==> config.mk <==
export PLATFORM = sky130hd
export DESIGN_NAME = pwm_multi_ch
export DESIGN_NICKNAME = d
export VERILOG_FILES = /design/src/rtl/pwm_multi_ch.sv
export SDC_FILE = /design/constraint.sdc
export NUM_CORES = 1
export LEC_CHECK = 0
export ABC_AREA = 1
export ABC_CLOCK_PERIOD_IN_PS = 3870
export CORE_AREA = 2 2 100 102
export CTS_CLUSTER_SIZE = 8
export DETAILED_ROUTE_END_ITERATION = 8
export DIE_AREA = 0 0 102 104
export PLACE_DENSITY = 0.77
export REMOVE_ABC_BUFFERS = 1
export SYNTH_ARGS = -nofsm -noshare
export SYNTH_HDL_FRONTEND = slang
export SYNTH_SLANG_ARGS = --single-unit
==> constraint.sdc <==
create_clock -name clk -period 3.87 [get_ports clk]
set_input_delay 0.387 -clock clk [delete_from_list [all_inputs] [get_ports clk]]
set_output_delay 0.387 -clock clk [all_outputs]
set_load 0.02 [all_outputs]
==> src/rtl/pwm_multi_ch.sv <==
// pwm_multi_ch -- multi-channel PWM generator with a shared period counter.
//
// CHANNELS outputs share one counter. Each channel compares the counter with its
// own duty value. The counter runs edge-aligned (0..P, then 0) or center-aligned
// (0..P..1, then 0). Period, duties and mode are double-buffered: a load strobe
// writes shadow registers, which are copied to the active set only at a period
// boundary, or at once while the block is disabled.
//
// Optional build macro: PWM_INVERT_EN adds a per-channel 'polarity' input that
// XORs each compare result and sets the idle level while disabled.
//
// Ports:
//   clk          system clock, rising edge
//   rst          asynchronous reset, active high
//   enable       1 = counter runs; 0 = counter held at 0, outputs idle
//   load         one-cycle strobe: capture period_new/duty_new/mode_new to shadow
//   period_new   new period P (WIDTH bits)
//   duty_new     new duties, channel i at [i*WIDTH +: WIDTH]
//   mode_new     0 = edge-aligned, 1 = center-aligned
//   polarity     (PWM_INVERT_EN only) per-channel output inversion / idle level
//   pwm_out      registered PWM outputs
//   period_end   registered one-cycle pulse in the cycle after each terminal cycle
//   load_pending shadow registers hold values not yet applied
module pwm_multi_ch #(
    parameter int unsigned WIDTH    = 8,
    parameter int unsigned CHANNELS = 4
) (
    input  logic                      clk,
    input  logic                      rst,
    input  logic                      enable,
    input  logic                      load,
    input  logic [WIDTH-1:0]          period_new,
    input  logic [CHANNELS*WIDTH-1:0] duty_new,
    input  logic                      mode_new,
`ifdef PWM_INVERT_EN
    input  logic [CHANNELS-1:0]       polarity,
`endif
    output logic [CHANNELS-1:0]       pwm_out,
    output logic                      period_end,
    output logic                      load_pending
);

    // Counter direction; only meaningful in center mode.
    localparam logic DirUp   = 1'b0;
    localparam logic DirDown = 1'b1;

    // Active (in-use) configuration.
    logic [WIDTH-1:0]          period_q, period_d;
    logic [CHANNELS*WIDTH-1:0] duty_q, duty_d;
    logic                      mode_q, mode_d;

    // Shadow configuration written by load.
    logic [WIDTH-1:0]          sh_period_q, sh_period_d;
    logic [CHANNELS*WIDTH-1:0] sh_duty_q, sh_duty_d;
    logic                      sh_mode_q, sh_mode_d;
    logic                      load_pending_q, load_pending_d;

    // Counter state and registered outputs.
    logic [WIDTH-1:0]          cnt_q, cnt_d;
    logic                      dir_q, dir_d;
    logic [CHANNELS-1:0]       pwm_out_q, pwm_out_d;
    logic                      period_end_q, period_end_d;

    // Free-running next counter value, ignoring enable and apply.
    logic [WIDTH-1:0]          cnt_next;
    logic                      dir_next;
    logic                      terminal;
    logic                      apply;
    logic [CHANNELS-1:0]       pol;

`ifdef PWM_INVERT_EN
    assign pol = polarity;
`else
    assign pol = '0;
`endif

    // Counter sequencing. cnt never exceeds period_q, so no wrap is possible.
    always_comb begin
        cnt_next = '0;
        dir_next = DirUp;
        if (period_q == '0) begin
            // P=0: counter pinned at 0, every cycle terminal.
            cnt_next = '0;
            dir_next = DirUp;
        end else if (!mode_q) begin
            cnt_next = (cnt_q >= period_q) ? '0 : cnt_q + 1'b1;
            dir_next = DirUp;
        end else if (dir_q == DirUp) begin
            if (cnt_q >= period_q) begin
                // Turn around at the top. For P=1 this lands straight on 0,
                // which ends the period, so the direction stays up.
                cnt_next = period_q - 1'b1;
                dir_next = (period_q == {{(WIDTH-1){1'b0}}, 1'b1}) ? DirUp : DirDown;
            end else begin
                cnt_next = cnt_q + 1'b1;
                dir_next = DirUp;
            end
        end else begin
            if (cnt_q <= {{(WIDTH-1){1'b0}}, 1'b1}) begin
                cnt_next = '0;
                dir_next = DirUp;
            end else begin
                cnt_next = cnt_q - 1'b1;
                dir_next = DirDown;
            end
        end
    end

    assign terminal = (cnt_next == '0);

    // Next-state for configuration, counter and outputs.
    always_comb begin
        period_d       = period_q;
        duty_d         = duty_q;
        mode_d         = mode_q;
        sh_period_d    = sh_period_q;
        sh_duty_d      = sh_duty_q;
        sh_mode_d      = sh_mode_q;
        load_pending_d = load_pending_q;
        cnt_d          = cnt_q;
        dir_d          = dir_q;
        pwm_out_d      = pol;
        period_end_d   = 1'b0;
        apply          = 1'b0;

        if (enable) begin
            cnt_d        = cnt_next;
            dir_d        = dir_next;
            period_end_d = terminal;
            for (int i = 0; i < int'(CHANNELS); i++) begin
                pwm_out_d[i] = (cnt_q < duty_q[i*WIDTH +: WIDTH]) ^ pol[i];
            end
            apply = terminal & load_pending_q;
        end else begin
            // Held idle: nothing is mid-pulse, so pending values apply at once.
            cnt_d = '0;
            dir_d = DirUp;
            apply = load_pending_q;
        end

        if (apply) begin
            period_d       = sh_period_q;
            duty_d         = sh_duty_q;
            mode_d         = sh_mode_q;
            cnt_d          = '0;
            dir_d          = DirUp;
            load_pending_d = 1'b0;
        end

        // A load coinciding with an apply lands in the shadow set only; the
        // apply above used the previous shadow contents.
        if (load) begin
            sh_period_d    = period_new;
            sh_duty_d      = duty_new;
            sh_mode_d      = mode_new;
            load_pending_d = 1'b1;
        end
    end

    always_ff @(posedge clk or posedge rst) begin
        if (rst) begin
            period_q       <= '1;
            duty_q         <= '0;
            mode_q         <= 1'b0;
            sh_period_q    <= '0;
            sh_duty_q      <= '0;
            sh_mode_q      <= 1'b0;
            load_pending_q <= 1'b0;
            cnt_q          <= '0;
            dir_q          <= DirUp;
            pwm_out_q      <= '0;
            period_end_q   <= 1'b0;
        end else begin
            period_q       <= period_d;
            duty_q         <= duty_d;
            mode_q         <= mode_d;
            sh_period_q    <= sh_period_d;
            sh_duty_q      <= sh_duty_d;
            sh_mode_q      <= sh_mode_d;
            load_pending_q <= load_pending_d;
            cnt_q          <= cnt_d;
            dir_q          <= dir_d;
            pwm_out_q      <= pwm_out_d;
            period_end_q   <= period_end_d;
        end
    end

    assign pwm_out      = pwm_out_q;
    assign period_end   = period_end_q;
    assign load_pending = load_pending_q;

endmodule

==> metrics.md, run 1 <==
| Metric | Value |
|---|---|
| Synthesized area per cell | `7.81 um2` |
| Worst-Skew Late Latency | `380 ps` |
| Area share of the largest cell type after synthesis | `between 40% and 50%` |
| Final count of pins violating max slew | `0` |
| Cell taking the most area after synthesis | `dfrtp_1` |
| Core Util, Final | `64.3%` |
| WS Path Type | `flop to flop` |
| RSZ-0062 raised after global routing | `no` |
| Dominant cells by area after synthesis | `dfrtp_1 42%, nand2_1 20%, ha_1 9.8%, nand3_1 6.3%, inv_1 4.2%` |
| P_leak | `3.28 nW` |
| Synthesized instance count | `685` |
| Post-CTS sizing | `0` |
| Slew @ Worst Pin | `around 1000 ps` |
| CTS Buf Count | `9` |
| Pin count of the biggest net entering global routing | `63` |
| Die Width | `102 um` |
| Site Rows | `36` |
| Die Y | `around 100 um` |
| Most frequent cells in the layout | `281 x nand2_1, 89 x dfrtp_1, 67 x nand3_1` |
| Reg area | `approximately 2400 um2` |
| Number of flops mapped to enable cells by yosys | `0` |
| Routed vias/inst | `approximately 5.2` |
| Mapped Area | `around 5400 um2` |
| Area of the multi-input gates | `between 2000 and 3000 um2` |
| CP Capture Type | `flop` |
| Power Density | `approximately 720 nW/um2` |
| Hold path startpoint | `duty_q[10]$_DFFE_PP0P_` |
| Crit Path Max Fanout | `41` |
| Synth Warn # | `0` |
| Ports | `51` |
| Status | `completed` |
| Minimum clock period | `~3300 ps` |
| Clock skew after layout | `9.35 ps` |
| Flop-to-flop setup slack | `approximately 590 ps` |
| Initial Utilization | `a little under three fifths` |
| Tot GR Track Use | `around a quarter` |
| Worst path arrival time | `roughly 3500 ps` |
| Setup Total Neg Slack | `0 ps` |
| Most common cell after layout, fill and taps aside | `nand2_1` |
| Hold/Removal Path Class | `flop to flop` |
| Final Hold Viols | `0` |
| Startpoint types | `flop` |
| DR vias | `4492` |
| Layout area overhead | `14.8%` |
| Grt ovf | `0` |
| Critical Path RT | `about 4100 ps` |
| Max VDD drop | `0.295 mV` |
| CTS Sinks | `97` |
| Max cap viols | `0` |
| Final Cycle Share | `between 80 and 90%` |
| Die area | `around 11000 um2` |
| Yosys reg bits | `97` |
| Clock Path Buffers | `2` |
| Clk slew on worst S/H paths | `~90 ps` |
| CTS tree | `done` |
| Antenna diodes | `0` |
| # DRC | `0` |
| Clock root buffer | `clkbuf_8` |
| Antenna Nets Post-Route | `0` |
| Post-CTS Hold Buffers | `0` |
| Initial DRC count | `219` |
| R2r endpoint | `duty_q[17]$_DFFE_PP0P_` |
| Placer Congestion | `0.952` |
| Share of layout cells above drive strength 1 | `5.72%` |
| Core area | `about 9500 um2` |
| Slew HR | `a little under a third` |
| Layout net count | `a little over 800` |
| First-pass GRT wire length | `around 20000 um` |
| FF-to-FF Start | `cnt_q[5]$_DFF_PP0_` |
| H-tree depth | `3` |
| Post-synth top flop | `dfrtp_1` |
| Port bufs | `50` |
| Routed len/inst | `about 14 um` |
| Asr flop ratio synth | `100%` |
| Final wirelength | `between 10000 and 15000 um` |
| Post-synthesis cell type count | `31` |
| Drt pass-1 iters | `4` |
| Post-CTS Setup Bufs | `0` |
| Max Clock Freq | `slightly above 0.3 GHz` |
| R2R depth | `17` |
| Post-DP HPWL | `about 8500 um` |
| Vias in the first global route | `about 4400` |
| Antenna violations before repair | `0` |
| WHS Path Cells | `2` |
| Sequential fraction of the synthesis area | `between 40% and 50%` |
| Number of setup violations in the final report | `0` |
| # fillers | `872` |
| Hold path endpoint | `duty_q[10]$_DFFE_PP0P_` |
-- metal layers --
layer	vias up	routed length [um]	global-route usage [%]
li1	2250	-	-
met1	2126	5380	32.9
met2	95	5660	38.4
met3	21	414	3.49
met4	0	270	9.71
met5	-	0	0
-- power breakdown --
group	total, mW	internal, mW	switching [mW]
registers	1.55	1.31	0.238
logic	2.22	0.847	1.37
clock network	0.679	0.317	0.362
-- cell usage after synthesis, types with 8 or more instances --
cell / instances
a21oi_1: 24
clkbuf_1: 16
dfrtp_1: 89
dfstp_2: 8
ha_1: 42
inv_1: 60
nand2_1: 281
nand3_1: 67
nand4_1: 8
nor2_1: 33
o21ai_0: 11
xor2_1: 8
-- worst max path at each step --
stage,depth (start not counted),slack [ps],to,startpoint
2_1_floorplan,1,960,cnt_q[0]$_DFF_PP0_,rst
5_1_grt,20,260,duty_q[17]$_DFFE_PP0P_,cnt_q[0]$_DFF_PP0_
6_report,17,590,duty_q[17]$_DFFE_PP0P_,cnt_q[5]$_DFF_PP0_
3_5_place_dp,17,620,duty_q[14]$_DFFE_PP0P_,cnt_q[5]$_DFF_PP0_
3_3_place_gp,17,720,duty_q[15]$_DFFE_PP0P_,cnt_q[5]$_DFF_PP0_
4_1_cts,16,600,duty_q[22]$_DFFE_PP0P_,cnt_q[7]$_DFF_PP0_
-- flip-flops by register name (all words and copies together) (netlist names) --
register      flops
sh_period_q       8
cnt_q             8
dir_q             1
mode_q            1
period_q          8
period_end        1
duty_q           32
sh_duty_q        32
sh_mode_q         1
load_pending      1
pwm_out           4
-- critical path: stages (launching register included) --
cell     delay [ps]
dfrtp_1         660
ha_1            340
a21oi_1         130
nor2_1           80
nor2_4          140
nand2_1         260
inv_1           200
nand2_1          90
nand3_1          80
nand2_1          50
nand2_1          80
nand2_1          60
nor2_1          110
nand2_1         130
nand2_4         210
nand2_4         290
nand2_1         170
nand2_1          60
-- stage by stage --
step / power, mW / setup slack [ps] / std cells / instance area, um2 / hold slack, ps
2_1_floorplan: 3.10 / 963 / 658 / 5200 / 436
3_3_place_gp: 3.69 / 717 / 851 / 5940 / 451
3_5_place_dp: 3.78 / 622 / 851 / 5940 / 459
4_1_cts: 4.47 / 602 / 867 / 6140 / 479
5_1_grt: 4.88 / 256 / 867 / 6140 / 498
6_report: 4.45 / 591 / 867 / 6140 / 477
-- cells by family (layout without fill, tap and decap cells) --
| kind of cell | after synthesis | count (layout) | share of synthesized area, % |
|---|---|---|---|
| xor gates and xnor gates | 10 | 10 | 1.64 |
| AOI/OAI and AO/OA | 47 | 47 | 4.93 |
| adders and majority gates | 42 | 42 | 9.82 |
| buffers and inverters | 89 | 138 | 7.20 |
| DFF | 97 | 97 | 45.6 |
| and+or+nand+nor | 400 | 400 | 30.8 |
-- cell type report --
type / count / share of cell area (%)
flip-flops and latches: 97 / 39.7
repair buffers: 60 / 9.37
clock inverters: 6 / 1.06
clock buffers: 10 / 2.24
inverters: 62 / 3.81
multi-input cells: 499 / 41.1
well taps: 133 / 2.71
No activity file was read; power rests on OpenSTA's default activity.
==> run 2: changes to the inputs <==
Settings changed: ABC_CLOCK_PERIOD_IN_PS 3870 to 2900, CORE_AREA 2 2 100 102 to 2 2 105 107, DIE_AREA 0 0 102 104 to 0 0 107 109, PLACE_DENSITY 0.77 to 0.73.
Clock period 3.87 ns to 2.9 ns, I/O delays scaled along.
==> metrics.md, run 2 (same netlist as run 1, synthesis figures left out) <==
| Metric | Value |
|---|---|
| Status | `completed` |
| Largest regs | `duty_q: 32 flops, sh_duty_q: 32 flops` |
| CTS tree | `done` |
| Most common cell after layout, fill and taps aside | `nand2_1` |
| Crit Path Max Fanout | `8` |
| Final wirelength | `12500 um` |
| Routed len/inst | `14.0 um` |
| P_leak | `around 3.4 nW` |
| Antenna diodes | `0` |
| Worst hold slack | `between 150 and 200 ps` |
| Final count of pins violating max slew | `0` |
| Worst-Skew Late Latency | `380 ps` |
| Slew @ Worst Pin | `approximately 600 ps` |
| Layout net count | `about 840` |
| Crit path cell chain | `inv_1 -> ha_1 -> nand2_1 -> nor2_1 -> nand2_2 -> buf_6 -> nand3_1 -> nand3_1 -> nand2_1 -> nand2_1 -> nand2_2 -> nand2_1 -> nor2_4 -> nand2_4 -> nand2_8 -> clkbuf_16 -> nand3_1 -> nand2_1` |
| Critical path's slowest cell | `dfstp_2` |
| Layout area overhead | `22.1%` |
| Post-DP HPWL | `between 8000 and 9000 um` |
| Worst path arrival time | `a little over 3000 ps` |
| Grt ovf | `0` |
| Max cap viols | `0` |
| Pin count of the biggest net entering global routing | `78` |
| Placer Congestion | `roughly 0.94` |
| Antenna violations before repair | `0` |
| Most used cell, CP | `nand2_1` |
| Vias in the first global route | `4385` |
| First-pass GRT wire length | `between 20000 and 25000 um` |
| Tot GR Track Use | `between 20% and 30%` |
| Power Total | `about 6.5 mW` |
| Setup Slack @ Placement | `-187 ps` |
| Max stage delay on crit path | `560 ps` |
| CTS Sinks | `97` |
| Minimum clock period | `approximately 2700 ps` |
| Die Width | `about 110 um` |
| Slew HR | `60.1%` |
| PnR worst setup slack | `approximately 160 ps` |
| Initial Utilization | `50.5%` |
| Post-CTS Hold Buffers | `0` |
| Clock Path Buffers | `2` |
| Routed vias/inst | `5.17` |
| Port bufs | `50` |
| Max Clock Freq | `between 0.3 and 0.4 GHz` |
| Startpoint types | `flop` |
| # DRC | `0` |
| H-tree depth | `3` |
| Power Density | `between 900 and 1000 nW/um2` |
| Final Cycle Share | `94.4%` |
| Share of layout cells above drive strength 1 | `10.4%` |
| CTS Buf Count | `9` |
| Clock skew after layout | `around 13 ps` |
| WS Path Type | `flop to flop` |
| Design area | `6540 um2` |
| Final Hold Viols | `0` |
| Initial DRC count | `249` |
| Core area | `approximately 11000 um2` |
| Clock root buffer | `clkbuf_8` |
| Max VDD drop | `between 0.4 and 0.5 mV` |
| Clk slew on worst S/H paths | `approximately 90 ps` |
| Hold/Removal Path Class | `primary input to async pin` |
| Ports | `slightly above 50` |
| Most frequent cells in the layout | `275 x nand2_1, 89 x dfrtp_1, 65 x nand3_1` |
| Antenna Nets Post-Route | `0` |
| Drt pass-1 iters | `5` |
| Cell Area, Placed | `6010 um2` |
| DR vias | `4621` |
| Die area | `roughly 12000 um2` |
| Number of setup violations in the final report | `0` |
| Critical Path RT | `roughly 3200 ps` |
| Site Rows | `38` |
| Die Y | `approximately 110 um` |
| # fillers | `between 900 and 1000` |
| CP Capture Type | `flop` |
==> run 2: cell count changes in the layout (fill, tap and decap cells not counted), sizes merged <==
| cell | change |
|---|---|
| buf | +11 |
| clkbuf | +6 |
| nand2 | +5 |
| clkinv | -1 |
| clkinvlp | -1 |
| inv | -1 |
==> run 2: where the power goes <==
part           internal [mW]  total, mW  switching, mW
clock network          0.424      0.891          0.467
logic                   1.41       3.55           2.14
registers               1.75       2.01          0.258
==> run 2: timing repair <==
action,CTS,global route
buffers inserted,0,4
setup endpoints to repair,41,42
pin swaps,0,6
resized for setup,4,33
cloned,0,8
==> run 2: path summary, 6_finish.rpt <==
kind / start / endpoint / slack (ps) / cells after the start
min in group clk: duty_new[21] / sh_duty_q[21]$_DFFE_PP0P_ / 440 / 3
worst max-delay path: period_q[7]$_DFFE_PP1P_ / duty_q[24]$_DFFE_PP0P_ / 160 / 18
worst min-delay path: rst / period_end$_DFF_PP0_ / 200 / 2
worst max register to register: period_q[7]$_DFFE_PP1P_ / duty_q[24]$_DFFE_PP0P_ / 160 / 18
max in group asynchronous: rst / period_q[2]$_DFFE_PP1P_ / 1940 / 3
worst min register to register: sh_duty_q[23]$_DFFE_PP0P_ / sh_duty_q[23]$_DFFE_PP0P_ / 470 / 2
==> run 2: layer usage <==
metal  GRT usage (%)  share of wire (%)
met2            36.4                 48
met3            4.60                3.8
met1            28.8                 46
met4            7.98                2.0
met5               0                  0
==> run 2: critical path, delay by kind of cell (launching register included) <==
kind                     cells  cell delay (ps)
adder cells (fa/ha/maj)      1              300
AND/OR/NAND/NOR             14             1410
flip-flops                   1              560
buffers and inverters        3              410
==> run 2: per-stage QoR <==
step           setup TNS, ps  instances  utilization [%]
2_1_floorplan              0        658                -
3_3_place_gp           -4110        865             56.7
3_5_place_dp           -6070        865             56.7
4_1_cts                    0        881             58.7
5_1_grt                -18.2        893             61.6
6_report                   0        893             61.6
==> run 2: final cells by class <==
type | instances | area, um2 | area share, %
timing repair buffer | 74 | 777 | 11.9
tap | 140 | 175 | 2.68
sequential | 97 | 2440 | 37.3
clock buffer | 13 | 149 | 2.28
clock inverter | 3 | 43.8 | 0.670
inverter | 62 | 236 | 3.62
multi-input combinational | 504 | 2720 | 41.6
